--- src/rtl/fpu_link_host.sv ---
// Host side of the FPU pin link: sends A, B and OP as a three-word strobed frame,
// then waits for the chip's done/result reply, with a bounded timeout.
module fpu_link_host #(
  parameter int unsigned TIMEOUT = 255
) (
  input  logic        clock,
  input  logic        reset,
  input  logic        req_valid,
  output logic        req_ready,
  input  logic [9:0]  req_a,
  input  logic [9:0]  req_b,
  input  logic [3:0]  req_op,
  output logic [11:0] pin_out,
  input  logic [11:0] pin_in,
  output logic        resp_valid,
  input  logic        resp_ready,
  output logic [9:0]  resp_data,
  output logic        resp_err
);

  typedef enum logic [2:0] {IDLE, SEND_A, SEND_B, SEND_OP, WAIT, RESP} state_t;

  localparam logic [9:0] LAST_COUNT = 10'(TIMEOUT - 1);

  state_t     state;
  state_t     next_state;
  logic [9:0] b_q;
  logic [3:0] op_q;
  logic [9:0] wait_cnt;
  logic       done;
  logic       timed_out;
  logic       unused_pin_in;

  assign done          = pin_in[0];
  assign unused_pin_in = pin_in[1];
  assign timed_out     = !done && (wait_cnt == LAST_COUNT);
  assign req_ready     = (state == IDLE);
  assign resp_valid    = (state == RESP);

  always_comb begin
    next_state = state;
    case (state)
      IDLE:    if (req_valid) next_state = SEND_A;
      SEND_A:  next_state = SEND_B;
      SEND_B:  next_state = SEND_OP;
      SEND_OP: next_state = WAIT;
      WAIT:    if (done || timed_out) next_state = RESP;
      RESP:    if (resp_ready) next_state = IDLE;
      default: next_state = IDLE;
    endcase
  end

  always_ff @(posedge clock or posedge reset) begin
    if (reset) state <= IDLE;
    else       state <= next_state;
  end

  // pin_out is loaded from the state being entered, so each frame word is
  // on the bus for exactly the cycle its state is active; A goes straight
  // from the request port on the accept edge.
  always_ff @(posedge clock or posedge reset) begin
    if (reset) begin
      b_q       <= '0;
      op_q      <= '0;
      pin_out   <= '0;
      wait_cnt  <= '0;
      resp_data <= '0;
      resp_err  <= 1'b0;
    end else begin
      if (state == IDLE && req_valid) begin
        b_q  <= req_b;
        op_q <= req_op;
      end

      case (next_state)
        SEND_A:  pin_out <= {2'b10, req_a};
        SEND_B:  pin_out <= {2'b10, b_q};
        SEND_OP: pin_out <= {2'b11, 6'b0, op_q};
        default: pin_out <= '0;
      endcase

      if (state == WAIT && !done && !timed_out) wait_cnt <= wait_cnt + 10'd1;
      else                                      wait_cnt <= '0;

      // done takes priority over a timeout landing in the same cycle
      if (state == WAIT) begin
        if (done) begin
          resp_data <= pin_in[11:2];
          resp_err  <= 1'b0;
        end else if (timed_out) begin
          resp_data <= '0;
          resp_err  <= 1'b1;
        end
      end
    end
  end

endmodule

--- config.mk ---
export PLATFORM = sky130hd
export DESIGN_NAME = fpu_link_host
export DESIGN_NICKNAME = d
export VERILOG_FILES = /design/src/rtl/fpu_link_host.sv
export SDC_FILE = /design/constraint.sdc
export NUM_CORES = 1
export LEC_CHECK = 0
export CELL_PAD_IN_SITES_DETAIL_PLACEMENT = 1
export CELL_PAD_IN_SITES_GLOBAL_PLACEMENT = 2
export CORE_MARGIN = 2
export CORE_UTILIZATION = 33
export CTS_BUF_LIST = sky130_fd_sc_hd__clkbuf_2
export DETAILED_ROUTE_END_ITERATION = 10
export PLACE_DENSITY = 0.85
export SYNTH_ARGS = -nofsm -noshare
export SYNTH_HDL_FRONTEND = slang
export SYNTH_SLANG_ARGS = --single-unit
export TNS_END_PERCENT = 100
--- constraint.sdc ---
create_clock -name clock -period 3.5 [get_ports clock]
set_input_delay 1.05 -clock clock [delete_from_list [all_inputs] [get_ports clock]]
set_output_delay 1.05 -clock clock [all_outputs]
set_load 0.005 [all_outputs]
# Word level (Yosys, flattened, before mapping)
# Index checks and enable logic that the tools add are counted.
# totals
ff_bits	50
ramBits	0
romBits	0
input_bits	40
latch_bits	0
n_memories	0
# op_classes
n_mux	10
n_eq_ne	9
mul	0
div	0
n_bitwise	0
shift	0
reduce_logical	10
addsub	1
magnitude_cmp	0
# ops
operator	n
one-hot mux 12 bit (3 select lines)	1
2-to-1 mux 10 bit	3
one-hot mux 3 bit (6 select lines)	1
== test 3 x 2 -> 1 bit (second input constant)	4
adder 10 x 1 -> 10 bit (second input constant)	1
== test 10 x 8 -> 1 bit (second input constant)	1
2-to-1 mux 3 bit	3
== test 3 x 1 -> 1 bit (second input constant)	2
== test 3 bit (second input constant)	2
logical AND 1 bit	4
logical NOT 3 bit	1
logical NOT 1 bit	2
2-to-1 mux 1 bit	2
AND reduction 2 bit	1
nonzero test 2 bit	1
logical OR 1 bit	1

# Logic depth before layout (Yosys ltp)
# logic_depth
ltp_word	7
depth_mapped	5

# Worst setup path after synthesis
# No wires, ideal clock.
# synth_timing
path_kind	input -> register
from	input req_valid
to	register b_q[0]
required_ps	3375
path_buffers	1
arrival_time_ps	1963
path_slack_ps	1412
path_stages	3
setup_ps	125
path_cell_list	nor4b_4 -> buf_8 -> mux2_4
# synth_via
elab_chain_len	1
# synth_lines
item	line_no	source
start: declaration	8	input logic req_valid,
logical AND 1 bit	70	if (state == IDLE && req_valid) begin
end signal: assignment	71	b_q <= req_b;
end: declaration	27	logic [9:0] b_q;
# Every way passes these cells.
# A chain may end at the register's enable or synchronous reset.

# Worst setup path after layout
# layout_timing
from	register state[0]
to	output req_ready
# layout_via
elab_chain_len	1
# layout_lines
item	line_no	source
start: declaration	25	state_t state;
start signal: assignment	55	else state <= next_state;
logical NOT 3 bit	37	assign req_ready = (state == IDLE);
end: declaration	9	output logic req_ready,
# Every way passes these cells.

==> results.py <==
metrics = {
    "routing": {
        "drt_iter0_markers": 59,
        "drcViolationCount": 0,
        "vias_per_cell": 4.94,
        "wirelength_um": 4900,
        "wl_per_cell_um": 15.3,
        "routed-via-count": 1585,
        "dr.pass1.iters": 4,
        "ant_nets": 0,
    },
    "timing": {
        "slew_headroom_pct": 47.5,
        "period_minus_slack_ns": 2.99,
        "fin_crit_sh_pct": 85.4,
        "setup_viol": 0,
        "hold_viol_final": 0,
        "maxSlewViolCount": 0,
        "finalClockSkew_ns": 0.0294,
        "max_freq_mhz": 335,
        "tightest_slew_ns": 0.786,
        "grt_setup_unrepaired": "false",
        "fin_setup_tns_ns": 0,
    },
    "placed_design": {
        "io_buffers": 63,
        "gp_congestion": 0.696,
        "place_hpwl_um": 3530,
    },
    "critical_path": {
        "cp_max_fo": 11,
        "worst_setup_path_start_kind": "flip-flop",
        "cp_cell_sequence": "nor3_1, clkdlybuf4s50_1",
        "required_ns": 2.45,
        "crit_family": "flip-flops",
        "slowest_stage": "dfrtp_1",
        "path_class": "reg -> out",
        "path_buf_inv": 1,
        "worstPathArrival_ns": 1.94,
        "worst_setup_path_end_kind": "output pin",
        "max_stage_delay_ns": 0.57,
    },
    "worst_hold_path": {
        "hp-class": "reg -> reg",
    },
    "floorplan": {
        "die_area_um2": 7250,
        "num_rows": 29,
        "die_x_um": 85.2,
        "coreArea_um2": 6350,
        "ioPinCount": 65,
        "fp.dieH_um": 85.2,
        "initial_core_util_pct": 34.2,
    },
    "synthesis": {
        "ys_ff_latch": 50,
        "ys_top_cells_by_area": "dfrtp_1, mux2_4, nand2_1, o21ai_0, mux2_2",
        "netlist.area_leader.share_pct": 57.6,
        "synth_area_leader_cell": "dfrtp_1",
        "synth_nets": 219,
        "postSynthAreaPerCell_um2": 12.3,
        "synth_edf_count": 0,
        "async_reset_ff_share_pct": 100,
        "ys_seq_area_share_pct": 57.6,
        "synth_cells": 177,
        "synth_flop_cell": "dfrtp_1",
        "syn-cell-area_um2": 2170,
        "yosysUniqueCellTypes": 38,
        "synth.yosys.warnings": 0,
    },
    "run_status": {
        "outcome": "complete, no violations",
    },
    "clocking": {
        "clockBufferDepth": 2,
        "postCtsSetupBuffers": 0,
        "cts_hold_buf": 0,
        "clk_latency_ns": 0.43,
        "cts_max_level": 2,
        "cts-resized-gates": 0,
        "clk_pin_slew_ns": 0.27,
        "cts_sinks": 50,
        "cts_root_buf": "clkbuf_2",
        "cts_buffers": 5,
        "tritoncts": "built",
    },
    "final_layout": {
        "diodes": 0,
        "layout.nets": 285,
        "area_delta_synth_final_pct": 35.0,
        "layout-drive-gt1-share_pct": 14.3,
    },
    "power": {
        "pwr-share-comb_pct": 38.6,
        "netSwitchingFraction_pct": 29.9,
        "total_power_mw": 2.04,
        "ir_drop_mv": 0.282,
        "pwr-share-clk_pct": 15.3,
        "cell_internal_pwr_mw": 1.43,
        "p_leak_nw": 1.27,
        "p_switching_uw": 611,
        "p_seq_share_pct": 46.1,
        "power.density_nw_per_um2": 697,
    },
    "global_route": {
        "first_global_vias": 1659,
        "grt-ovfl-total": 0,
        "grt_first_pass_wirelength_um": 7870,
        "antenna_found_initial": 0,
        "grt_max_degree": 51,
        "grt_usage_pct": 13.7,
    },
    "job": {
        "maxCapViolations": 0,
    },
}
registers in the layout, summed over array words and instances, names as in the netlist:
register	cells
b_q	10
state	3
resp_err	1
resp_data	10
pin_out	12
op_q	4
wait_cnt	10
cell type report:
| cell class | instances | area (µm²) |
|---|---|---|
| fill | 682 | 3420 |
| sequential | 50 | 1250 |
| multi-input combinational | 108 | 816 |
| timing repair buffer | 67 | 661 |
| tap | 77 | 96.3 |
| clock inverter | 3 | 43.8 |
| inverter | 11 | 41.3 |
| clock buffer | 5 | 25.0 |
power groups by stage:
stage	clock network [mW]	logic, mW	registers (mW)
2_1_floorplan	0	0.456	0.913
3_3_place_gp	0	0.784	0.948
3_5_place_dp	0	0.806	0.960
4_1_cts	0.327	0.809	0.946
5_1_grt	0.348	0.865	0.976
6_report	0.312	0.790	0.942
cells in the final DEF (no fill, tap or decap), types with 2 or more instances in the layout:
master and n:
buf_4 4, nor2_1 5, o31ai_1 2, xnor2_1 2
clkbuf_2 5, nor3b_1 2, clkdlybuf4s50_1 63, nand2_1 24
or3_1 5, dfrtp_1 50, inv_1 10, nand4bb_1 2
nand3_1 3, a22o_1 6, a21oi_1 5, a222oi_1 4
mux2_4 9, o21ai_0 14, mux2_2 5, nand3b_1 2
ha_1 2
cell families (layout without fill, tap and decap cells):
| group | Yosys count | after routing | synth area share [%] |
|---|---|---|---|
| and+or+nand+nor | 54 | 54 | 15.3 |
| DFF | 50 | 50 | 57.6 |
| AOI/OAI and AO/OA | 35 | 35 | 11.1 |
| buffers and inverters | 19 | 86 | 4.89 |
| muxes | 14 | 14 | 8.81 |
| xor gates and xnor gates | 3 | 3 | 1.21 |
| adders and majority gates | 2 | 2 | 1.15 |
Yosys cell counts, types with 2 or more instances:
library cell and instances:
a21oi_1 5, nand3b_1 2, nor3b_1 2, xnor2_1 2
clkbuf_1 3, ha_1 2, mux2_2 5, a222oi_1 4
o21ai_0 14, inv_1 11, mux2_4 9, dfrtp_1 50
nand3_1 3, a22o_1 6, nor2_1 5, or3_1 5
o31ai_1 2, nand2_1 24, buf_6 3, nand4bb_1 2
worst paths after layout:
path | from | to | slack [ns] | cells past startpoint
max reg2reg | state[2]$_DFF_PP0_ | resp_data[3]$_DFFE_PP0P_ | 1.59 | 3
min | b_q[8]$_DFFE_PP0P_ | pin_out[8]$_DFF_PP0_ | 0.52 | 1
min reg2reg | b_q[8]$_DFFE_PP0P_ | pin_out[8]$_DFF_PP0_ | 0.52 | 1
max | state[0]$_DFF_PP0_ | req_ready | 0.51 | 2
max in group asynchronous | reset | wait_cnt[2]$_DFF_PP0_ | 1.99 | 3
min in group asynchronous | reset | resp_data[2]$_DFFE_PP0P_ | 1.05 | 3
metal layers:
metal,global-route usage [%],up-vias,wire [µm]
li1,-,754,-
met1,17.2,797,2150
met2,24.1,30,2540
met3,2.33,4,156
met4,4.33,0,55
met5,0,-,0
per-stage QoR:
step | setup slack [ns] | cell area (µm²) | std cells | hold WS [ns] | utilization [%]
finish | 0.512 | 2930 | 321 | 0.523 | 46.2
global route | 0.344 | 2930 | 321 | 0.568 | 46.2
CTS | 0.452 | 2930 | 321 | 0.536 | 46.2
detailed placement | 0.980 | 2870 | 313 | 0.479 | 45.1
global placement | 1.01 | 2870 | 313 | 0.473 | 45.1
floorplan | 1.25 | 2170 | 177 | 0.456 | -
Note: power is estimated with default switching activity, not from simulation.
